## src/rtl/ascon_job_arbiter.sv

```systemverilog
// rtl/ascon_job_arbiter.sv - round-robin job arbiter sharing one ASCON core between NumReq requesters
// Optional watchdog abort is enabled by defining ASCON_ARB_WDOG_EN.
module ascon_job_arbiter #(
    parameter int NumReq        = 2,
    parameter int IdxW          = $clog2(NumReq),
    parameter int TimeoutCycles = 1024
) (
    input  logic                 clk_i,
    input  logic                 rst_ni,
    input  logic [NumReq-1:0]    req_valid_i,
    input  logic [NumReq-1:0]    req_dec_i,
    output logic [NumReq-1:0]    gnt_o,
    input  logic [NumReq-1:0]    word_valid_i,
    input  logic [NumReq*32-1:0] word_i,
    output logic [NumReq-1:0]    word_ready_o,
    output logic [NumReq-1:0]    rsp_valid_o,
    output logic [31:0]          rsp_data_o,
    output logic [NumReq-1:0]    done_o,
    output logic [NumReq-1:0]    auth_o,
    output logic [NumReq-1:0]    err_o,
    output logic                 busy_o,
    output logic [IdxW-1:0]      owner_o,
    output logic                 core_start_enc_o,
    output logic                 core_start_dec_o,
    output logic                 core_abort_o,
    output logic [31:0]          core_data_o,
    output logic                 core_data_valid_o,
    input  logic [31:0]          core_data_out_i,
    input  logic                 core_data_out_valid_i,
    input  logic                 core_busy_i,
    input  logic                 core_done_i,
    input  logic                 core_auth_i
);

    if (NumReq < 2 || TimeoutCycles < 1 || TimeoutCycles > 65535) begin : g_param_check
        $error("ascon_job_arbiter: illegal NumReq or TimeoutCycles");
    end

    typedef enum logic [2:0] {IDLE, GRANT, START, RUN, RELEASE} state_t;

    state_t              r_state;
    logic [IdxW-1:0]     r_owner;
    logic [IdxW-1:0]     r_ptr;
    logic                r_dec;
    logic [NumReq-1:0]   r_gnt;
    logic                r_start_enc;
    logic                r_start_dec;

    logic                w_found;
    logic [IdxW-1:0]     w_pick;
    logic [NumReq-1:0]   w_pick_oh;
    logic [NumReq-1:0]   w_owner_oh;
    logic                w_run;
    logic                w_done;
    logic                w_expire;

    // Search starts one past the last owner so every requester gets a turn.
    always_comb begin
        w_found = 1'b0;
        w_pick  = '0;
        for (int k = 1; k <= NumReq; k++) begin
            if (!w_found && req_valid_i[(int'(r_ptr) + k) % NumReq]) begin
                w_found = 1'b1;
                w_pick  = IdxW'((int'(r_ptr) + k) % NumReq);
            end
        end
    end

    assign w_pick_oh  = NumReq'(1) << w_pick;
    assign w_owner_oh = NumReq'(1) << r_owner;
    assign w_run      = (r_state == RUN);
    assign w_done     = w_run && core_done_i;

`ifdef ASCON_ARB_WDOG_EN
    localparam logic [15:0] WdogLast = 16'(TimeoutCycles - 1);
    logic [15:0] r_wdog;
    // Done in the expiry cycle takes priority over the abort.
    assign w_expire = w_run && !core_done_i && !core_data_out_valid_i && (r_wdog == WdogLast);
`else
    assign w_expire = 1'b0;
`endif

    always_ff @(posedge clk_i or negedge rst_ni) begin
        if (!rst_ni) begin
            r_state     <= IDLE;
            r_owner     <= '0;
            r_ptr       <= IdxW'(NumReq - 1);
            r_dec       <= 1'b0;
            r_gnt       <= '0;
            r_start_enc <= 1'b0;
            r_start_dec <= 1'b0;
`ifdef ASCON_ARB_WDOG_EN
            r_wdog      <= '0;
`endif
        end else begin
            r_gnt       <= '0;
            r_start_enc <= 1'b0;
            r_start_dec <= 1'b0;
            case (r_state)
                IDLE: begin
                    if (w_found) begin
                        r_owner <= w_pick;
                        r_ptr   <= w_pick;
                        r_dec   <= req_dec_i[w_pick];
                        r_gnt   <= w_pick_oh;
                        r_state <= GRANT;
                    end
                end
                GRANT: begin
                    r_start_enc <= !r_dec;
                    r_start_dec <= r_dec;
                    r_state     <= START;
                end
                START: begin
                    r_state <= RUN;
`ifdef ASCON_ARB_WDOG_EN
                    r_wdog  <= '0;
`endif
                end
                RUN: begin
                    if (core_done_i || w_expire) begin
                        r_state <= RELEASE;
                    end
`ifdef ASCON_ARB_WDOG_EN
                    if (core_data_out_valid_i) begin
                        r_wdog <= '0;
                    end else begin
                        r_wdog <= r_wdog + 16'd1;
                    end
`endif
                end
                RELEASE: begin
                    if (!core_busy_i) begin
                        r_state <= IDLE;
                    end
                end
                default: r_state <= IDLE;
            endcase
        end
    end

    assign gnt_o             = r_gnt;
    assign busy_o            = (r_state != IDLE);
    assign owner_o           = r_owner;
    assign core_start_enc_o  = r_start_enc;
    assign core_start_dec_o  = r_start_dec;
    assign word_ready_o      = w_run ? w_owner_oh : '0;
    assign core_data_valid_o = w_run && word_valid_i[r_owner];
    assign core_data_o       = w_run ? word_i[32*int'(r_owner) +: 32] : 32'h0;
    assign rsp_valid_o       = (w_run && core_data_out_valid_i) ? w_owner_oh : '0;
    assign rsp_data_o        = (w_run && core_data_out_valid_i) ? core_data_out_i : 32'h0;
    assign done_o            = w_done ? w_owner_oh : '0;
    assign auth_o            = (w_done && core_auth_i) ? w_owner_oh : '0;
    assign err_o             = w_expire ? w_owner_oh : '0;
    assign core_abort_o      = w_expire;

endmodule

```

## config.mk

```make
export PLATFORM = sky130hd
export DESIGN_NAME = ascon_job_arbiter
export DESIGN_NICKNAME = d
export VERILOG_FILES = /design/src/rtl/ascon_job_arbiter.sv
export SDC_FILE = /design/constraint.sdc
export NUM_CORES = 1
export LEC_CHECK = 0
export CAP_MARGIN = 25
export CORE_MARGIN = 2
export CORE_UTILIZATION = 19
export CTS_CLUSTER_SIZE = 20
export DETAILED_ROUTE_END_ITERATION = 6
export GPL_TIMING_DRIVEN = 0
export PLACE_DENSITY = 0.76
export SLEW_MARGIN = 20
export SYNTH_ARGS = -nofsm -noshare
export SYNTH_HDL_FRONTEND = slang
export SYNTH_SLANG_ARGS = --single-unit
```

## constraint.sdc

```tcl
create_clock -name clk_i -period 1.37 [get_ports clk_i]
set_clock_uncertainty 0.05 [all_clocks]
set_input_delay 0.137 -clock clk_i [delete_from_list [all_inputs] [get_ports clk_i]]
set_output_delay 0.137 -clock clk_i [all_outputs]
set_load 0.05 [all_outputs]
```

== Word level (Yosys, flattened, before mapping) ==
Cells that the tools add are included.
W data, S select, Z words.

* Bits in registers: 10
* Input port bits: 108
* Output and inout port bits: 82
* Logic and storage cells: 64

* Add/sub/neg operators: 2
* Order comparisons: 4
* Equal/unequal tests: 7
* Shifts and indexed selects: 3
* Muxes and demuxes: 28
* Bitwise logic cells: 2
* Reductions and logical operators: 11

{| class="wikitable"
|+ Operators by type and width
! operator !! count
|-
| $mux W32 || 2
|-
| $shiftx A64 B7 Y32 || 1
|-
| $mux W1 || 16
|-
| $pmux W3 S5 || 1
|-
| $mux W2 || 6
|-
| $mux W3 || 3
|-
| $eq A3 B2 Y1 const B || 2
|-
| $lt A2 B3 Y1 const B || 2
|-
| $ne A2 B2 Y1 const B || 3
|-
| $logic_and A1 B1 Y1 || 5
|-
| $lt A1 B2 Y1 const B || 2
|-
| $shl A1 B1 Y2 const A || 2
|-
| $eq A3 B1 Y1 const B || 1
|-
| $eq A3 B3 Y1 const B || 1
|-
| $logic_not A3 Y1 || 1
|-
| $reduce_and A3 Y1 || 1
|-
| $reduce_bool A3 Y1 || 1
|-
| $add A1 B1 Y1 const B || 2
|-
| $and A1 B1 Y1 const A || 2
|-
| $logic_not A1 Y1 || 2
|-
| $reduce_and A2 Y1 || 1
|}

== Depth between registers and ports, before layout ==
* Word-level depth: 12
* Depth in mapped cells: 6
* Depth with buffers taken out: 3

== Least setup slack after synthesis ==
Ideal clock, no wire load.

* Path kind: reg2out
* Start point: register r_owner (netlist: owner_o)
* End point: output core_data_o[22]
* Arrival time: 1,750 ps
* Required time: 1,183 ps
* Slack: -567 ps
* Cell stages (with the launch flop): 5
* Buffers on the path: 2
* Cells stage by stage: dfrtp_1 and2_4 buf_6 buf_4 a22o_1

* Longest elaborated chain between the ends: 2

{| class="wikitable"
|+ RTL lines
! what !! RTL line !! RTL
|-
| start, declared || 42 || <nowiki>logic [IdxW-1:0] r_owner;</nowiki>
|-
| start signal, assigned || 102 || <nowiki>r_owner <= w_pick;</nowiki>
|-
| $shiftx A64 B7 Y32 || 149 || <nowiki>assign core_data_o = w_run ? word_i[32*int'(r_owner) +: 32] : 32'h0;</nowiki>
|-
| $mux W32 || 149 ||
|-
| end, declared || 26 || <nowiki>output logic [31:0] core_data_o,</nowiki>
|}

No other way between the ends.

== Final worst setup path ==
* Start point: register r_state[2]
* End point: output core_data_o[6]

* Longest elaborated chain between the ends: 2

{| class="wikitable"
|+ RTL lines
! what !! RTL line !! RTL
|-
| start, declared || 41 || <nowiki>state_t r_state;</nowiki>
|-
| start signal, assigned || 85 || <nowiki>r_state <= IDLE;</nowiki>
|-
| start signal, assigned || 106 || <nowiki>r_state <= GRANT;</nowiki>
|-
| start signal, assigned || 112 || <nowiki>r_state <= START;</nowiki>
|-
| $eq A3 B2 Y1 || 71 || <nowiki>assign w_run = (r_state == RUN);</nowiki>
|-
| $mux W32 || 149 ||
|}

No other way between the ends.

==> metrics.yaml <==
run_status: "finished with violations"
violations: "negative setup slack"
finalSetupTns_ps: -30730
synth_xor_area_share_pct: 0
synth.yosys.seq_area_share_pct: 22.89
main_combinational_cell_family_by_area_after_synthesis: "simple AND/OR/NAND/NOR gates"
postCtsHoldBufs: 0
die_h_um: 80.04
worst_ep_arrival_time_ps: 1700
final-max-slew-violation-count: 0
place_congestion: 0.7218
max_slew.worst_pin.slew_ps: 514.3
first_global_vias: 1858
initial_core_util_pct: 19.83
post-route-worst-setup-slack_ps: -521.0
synthDominantAreaCellType: "sky130_fd_sc_hd__a22o_1"
worst_skew_pair.late_latency_ps: 240
die_area_mm2: 0.006406
vdd_drop_max_mv: 1.725
drtAntennaViolNets: 0
timing_hold_violations_final: 0
finish.net_count: 450
gr-usage-all-layers_pct: 18.77
yosys.area_share.simple_pct: 31.89
drt_iter0_drc: 28
cts_root_buffer: "sky130_fd_sc_hd__clkbuf_8"
final_cell_mix: "107 x sky130_fd_sc_hd__clkdlybuf4s50_1, 44 x sky130_fd_sc_hd__buf_8, 37 x sky130_fd_sc_hd__buf_6"
timing.max_cap.violations: 0
placeableCoreArea_mm2: 0.005540
leakage_power_nw: 1.935
routed-wl-met3_um: 519
synth_compound_area_share_pct: 31.44
clk_pin_slew_worst_paths_ps: 50
post-dp-hpwl_um: 5309
drt-vias-per-instance: 4.746
numClockSinks: 10
critical_path.endpoint_type: "output pin"
ys_seq_elements: 10
grt_start_max_net_pins: 11
hold_slack_ps: 163.1
yosysWarnings: 0
drive_above_1_share_pct: 56.89
yosys.area_share.adder_pct: 0
antenna_found_initial: 0
mapped_avg_cell_area_um2: 8.516
htree_num_levels: 1
io_pins: 190
fin_crit_sh_pct: 138.0
placementRows: 27
post_synthesis_instance_total: 129
route.top_layer_used: "met4"
yosys.cell_types.count: 27
power-per-cell-area_mw_per_mm2: 2208
die_w_um: 80.04
routed_wire_length_per_instance_um: 17.91
global_route.overflow_total: 0
hold_path.class: "in -> async"
dr_total_vias: 1960
grt_pass1_wl_um: 9432
cts_max_path_buffers: 2
drt-total-wl_um: 7398
drt_first_pass_iters: 4
required_ps: 1180
finalSetupViolations: 75
area.growth.synth_to_final_pct: 276.0
final_common_cell: "sky130_fd_sc_hd__clkdlybuf4s50_1"
drcViolationCount: 0
clock_tree_from_tritoncts: "built"
synth.area.top_cells: "sky130_fd_sc_hd__a22o_1 26%, sky130_fd_sc_hd__and3_1 22%, sky130_fd_sc_hd__dfrtp_1 21%"
antennaDiodeCount: 0
start_to_end_type_of_the_worst_setup_path: "reg -> out"
buffer_ports.inserted: 186
setup.worst_path.start_class: "flip-flop"
synth_mux_area_share_pct: 0
max_slew_margin_pct: 65.85
syn_area_mm2: 0.001099
dr_wl_met2_um: 4153
critPathMaxFanout: 5
synth_top_area_share_pct: 26.31
wl_met1_um: 2605
layout_min_cycle_time_ps: 1891
fmax_mhz: 528.8
grt_setup_unrepaired: "yes"
cts-buffers-inserted: 3
[critical path: stages, from the launching register on]
cell                        delay (ps)
sky130_fd_sc_hd__dfrtp_2           410
sky130_fd_sc_hd__and3b_2           270
sky130_fd_sc_hd__nor2b_4           210
sky130_fd_sc_hd__buf_12            160
sky130_fd_sc_hd__clkbuf_16         150
sky130_fd_sc_hd__a22o_4            120
sky130_fd_sc_hd__buf_6             150
[stage by stage]
| step | power (mW) | worst slack (ps) | util [%] | instance area (um2) | cells |
|---|---|---|---|---|---|
| after global placement | 6.918 | -1081 | 61.70 | 3418 | 389 |
| after detailed placement | 6.964 | -1080 | 61.70 | 3418 | 389 |
| after global routing | 9.438 | -566.6 | 74.55 | 4130 | 413 |
| after floorplan | 5.088 | -283.2 | - | 1466 | 131 |
| after CTS | 8.288 | -556.6 | 68.61 | 3801 | 406 |
| final | 9.119 | -521.0 | 74.55 | 4130 | 413 |
[final timing paths]
path,start,to,slack [ps],cells past startpoint
max in group asynchronous,rst_ni,r_ptr,770,1
worst max register to register,r_state[2],owner_o,60,5
worst min register to register,r_dec,core_start_enc_o,440,1
worst min-delay path,rst_ni,gnt_o[1],160,1
worst max-delay path,r_state[2],core_data_o[6],-520,6
min in group clk_i,r_dec,core_start_enc_o,440,1
[registers in the layout, summed over array words and instances (netlist names)]
name and cells:
core_start_dec_o 1, core_start_enc_o 1, gnt_o 2, owner_o 1, r_dec 1, r_ptr 1, r_state 3
[routing by layer]
layer,global-route usage (%),up-vias
met5,0,-
met4,4.746,0
met3,4.186,12
met2,36.67,96
met1,19.97,935
li1,-,917
[synth_stat cells]
master and instances:
sky130_fd_sc_hd__and3_1 39, sky130_fd_sc_hd__a22o_1 33, sky130_fd_sc_hd__dfrtp_1 9, sky130_fd_sc_hd__buf_6 7, sky130_fd_sc_hd__clkbuf_1 6, sky130_fd_sc_hd__buf_4 4
sky130_fd_sc_hd__a21oi_1 3, sky130_fd_sc_hd__inv_1 3, sky130_fd_sc_hd__nand2_1 3, sky130_fd_sc_hd__a32o_1 2, sky130_fd_sc_hd__and2_1 2, sky130_fd_sc_hd__nor2_1 2
sky130_fd_sc_hd__nor3_1 2, sky130_fd_sc_hd__a21o_1 1, sky130_fd_sc_hd__a22oi_1 1, sky130_fd_sc_hd__a31oi_1 1, sky130_fd_sc_hd__and2_4 1, sky130_fd_sc_hd__and3b_1 1
sky130_fd_sc_hd__buf_2 1, sky130_fd_sc_hd__conb_1 1, sky130_fd_sc_hd__dfstp_2 1, sky130_fd_sc_hd__nand2b_1 1, sky130_fd_sc_hd__nor2b_1 1, sky130_fd_sc_hd__nor2b_4 1
sky130_fd_sc_hd__nor4_1 1, sky130_fd_sc_hd__nor4b_1 1, sky130_fd_sc_hd__or2_2 1
[cell families after synthesis]
group / after synthesis
AO/OA/AOI/OAI: 41
buffers and inverters: 21
flip-flops: 10
other: 1
AND/OR/NAND/NOR: 56
[cell type report]
type | count | area, um2
timing repair buffer | 211 | 2437
fill | 376 | 1410
multi-input combinational | 100 | 1122
sequential | 10 | 255.2
buffer | 13 | 158.9
tap | 72 | 90.09
clock buffer | 4 | 55.05
inverter | 3 | 11.26
[where the power goes]
| part | internal [mW] | switching (mW) | leakage, nW |
|---|---|---|---|
| Sequential | 0.433 | 0.0868 | 0.121 |
| Combinational | 3.94 | 4.29 | 1.79 |
| Clock | 0.253 | 0.118 | 0.0288 |
| Total | 4.62 | 4.50 | 1.94 |
[repair_timing]
item | 4_1_cts | 5_1_grt
resized for setup | 563 | 52
pin swaps | 1 | 19
setup endpoints to repair | 85 | 76
gates cloned | 0 | 6
setup buffers | 13 | 9
(Power assumes the default switching activity.)
==> RTL change 1, RTL diff (config.mk and constraints unchanged) <==
The parameter `NumReq` goes from 2 to 4.
--- a/src/rtl/ascon_job_arbiter.sv
+++ b/src/rtl/ascon_job_arbiter.sv
@@ -1,7 +1,7 @@
 // rtl/ascon_job_arbiter.sv - round-robin job arbiter sharing one ASCON core between NumReq requesters
 // Optional watchdog abort is enabled by defining ASCON_ARB_WDOG_EN.
 module ascon_job_arbiter #(
-    parameter int NumReq        = 2,
+    parameter int NumReq        = 4,
     parameter int IdxW          = $clog2(NumReq),
     parameter int TimeoutCycles = 1024
 ) (
Ports: changed (11 resized); port bits go from 190 to 273. The function was not compared with the original's and may differ.
==> RTL change 1 against the unedited design <==
The flow still finishes with violations (negative setup slack); cell area up 56%; setup slack worse by 0.084 ns; total power up 44%; routed wire length up 73%; sequential cell count up 4; die area up 83%; count of clock-buffer cells in the layout unchanged; area after synthesis up 88%; critical endpoint is now core_data_o[0].
==> RTL change 1: results (changes against the unedited design) <==
port_buffers: 267  # +44%
largest_reg_flops: 4  # +1
yosys-top-cells-count: "42 x and2_1, 39 x and3_1, 33 x mux4_2"
finalSetupTns_ns: -41.61  # -10.88 ns
rrSetupSlack_ns: -0.55  # -0.61 ns
arrival_ns: 1.79  # +0.09 ns
synth_top_area_share_pct: 36.0  # +9.7 points
gr-usage-met3_pct: 3.74  # -0.45 points
use_met2_pct: 38.9  # +2.2 points
setup_viol: 91  # +21%
cts_setup_buffers: 31  # +18
power_frac_clock_pct: 2.8  # -1.3 points
layout_setup_ws_ns: -0.605  # -0.0842 ns
violations: "negative setup slack"
status: "finished, violations left"
relSlewSlack_pct: 56.4  # -9.4 points
fillCellCount: 885  # +140%
holdWs_ns: 0.238  # +0.0747 ns
pg_seq_mw: 0.782  # +50%
nNetsFinal: 706  # +57%
place_area_um2: 5340  # +56%
place_inst: 617  # +59%
seq_area_frac_synth_pct: 17.1  # -5.8 points
internal_power_mw: 7.04  # +52%
synth_mux_area_share_pct: 37.1  # +37 points
drt-initial-drc-count: 95  # +240%
dp_slack_ns: -1.17  # -0.0947 ns
rr_startpoint: "r_ptr[0]"
num_vias: 3126  # +59%
dp_hpwl_um: 9690  # +83%
cp_top_family: "buffers and inverters"
grt_pass1_vias: 3256  # +75%
ir_drop_mv: 1.25  # -27%
==> RTL change 1: cell types whose count changed in the layout (fill, tap and decap cells not counted), sizes merged, moves of 3 or more <==
cell / before / now
clkdlybuf4s50: 107 / 174
a22o: 33 / 0
dlygate4sd2: 5 / 9
nor2: 2 / 9
dfrtp: 9 / 12
mux4: 0 / 33
and2: 3 / 42
nand2: 3 / 8
buf: 103 / 143
==> RTL change 1: area by class of cell <==
| type | count | area, um^2 | share of cell area [%] |
|---|---|---|---|
| Buffer | 23 | 263 | 4.08 |
| Clock buffer | 4 | 45.0 | 0.699 |
| Inverter | 3 | 11.3 | 0.175 |
| Multi-Input combinational cell | 168 | 2030 | 31.5 |
| Sequential cell | 14 | 359 | 5.57 |
| Tap cell | 140 | 175 | 2.72 |
| Timing Repair Buffer | 315 | 3570 | 55.3 |
==> RTL change 1: layer usage <==
metal / vias to the layer above / routed length [um]
li1: 1417 / -
met1: 1520 / 4450
met2: 153 / 6930
met3: 36 / 942
met4: 0 / 454
met5: - / 0
==> RTL change 2, RTL diff (same flow settings) <==
Made on the original files. Make the reset (`rst_ni`) synchronous in one clocked block.
--- a/src/rtl/ascon_job_arbiter.sv
+++ b/src/rtl/ascon_job_arbiter.sv
@@ -80,7 +80,7 @@
     assign w_expire = 1'b0;
 `endif
 
-    always_ff @(posedge clk_i or negedge rst_ni) begin
+    always_ff @(posedge clk_i) begin
         if (!rst_ni) begin
             r_state     <= IDLE;
             r_owner     <= '0;
Behaviour: differs if rst_ni is asserted again (counterexample within 4 cycles, from zero or initial values and one cycle with rst_ni low); with rst_ni held inactive, the same outputs for 10 cycles.
==> RTL change 2 against the unedited design <==
Utilization increased by 1.3 points; setup slack improved by 0.041 ns; cell area increased by 1.1%; routed wire length decreased by 7.6%; the run still ends with negative setup slack left; area after synthesis decreased by 1.4%; sequential cell count unchanged; hold slack improved by 0.31 ns.
Power is left out: it rests on default switching activity, and per cell area and clock period it moved more than threefold.
==> RTL change 2: results (changes against the unedited design) <==
wl_met2_um: 3880  # -6.6%
yosys-top-cells-count: "37 x and3_1, 33 x a22o_1, 10 x dfxtp_1"
ys_types: 26  # -3.7%
seq_area_frac_synth_pct: 18.5  # -4.4 points
place_congestion: 0.733  # +1.6%
finalSetupTns_ns: -29.88  # +0.846 ns
dp_slack_ns: -0.959  # +0.121 ns
synth_area_leaders: "a22o_1 27%, and3_1 21%, dfxtp_1 18%"
arrival_ns: 1.66  # -0.04 ns
antenna_found_initial: 0  # unchanged
nNetsFinal: 453  # +0.67%
clock_path_buffers: 2  # unchanged
track_usage_pct: 17.3  # -1.5 points
violations: "negative setup slack"
routed_via_density: 4.69  # -1.1%
worst_pin_slew_ns: 0.515  # +0.000464 ns
cp_slowest_cell: "dfxtp_4"
cp_top_family: "buffers and inverters"
layout_setup_ws_ns: -0.480  # +0.0410 ns
place_area_um2: 3440  # +0.77%
layout-drive-gt1-share_pct: 57.3  # +0.38 points
path_max_fanout: 7  # +2
synth-async-reset-ratio_pct: 0  # -100 points
setup_viol: 73  # -2.7%
drt-initial-drc-count: 16  # -43%
place_inst: 393  # +1.0%
syn_avg_cell_area_um2: 8.15  # -4.3%
dp_hpwl_um: 4990  # -6.1%
post_cts_resize_count: 572  # +1.6%
wl_met3_um: 670  # +29%
grt_pass1_vias: 1845  # -0.70%
status: "finished, violations left"
synth_compound_area_share_pct: 34.6  # +3.2 points
holdCritPathClass: "flop to flop"
max_stage_delay_ns: 0.33  # -0.08 ns
reg2regPathDepth: 6  # +1
RTL change 2: changes by cell type after synthesis, sizes merged, moves of 2 or more:
cell	unedited run	this run
dfrtp	9	0
a32o	2	0
o21ai	0	4
and3	39	37
nor2b	2	4
dfxtp	0	10
RTL change 2: layout make-up:
cell class                      count  area [um^2]
Buffer                             16          209
Clock buffer                        4         55.1
Fill cell                         365         1330
Inverter                            3         11.3
Multi-Input combinational cell    104         1200
Sequential cell                    10          210
Tap cell                           72         90.1
Timing Repair Buffer              207         2400
RTL change 2: path summary, 6_finish.rpt:
kind,from,end,slack (ns)
min reg2reg,r_dec,core_start_dec_o,0.47
min,r_dec,core_start_dec_o,0.47
max reg2reg,r_state[0],r_ptr,0
max,r_state[0],core_data_o[14],-0.48
RTL change 2: per-layer routing:
layer | global-route usage (%) | vias up
met1 | 17.2 | 913
met2 | 35.5 | 107
met5 | 0 | -
met3 | 4.64 | 2
li1 | - | 931
met4 | 2.59 | 0
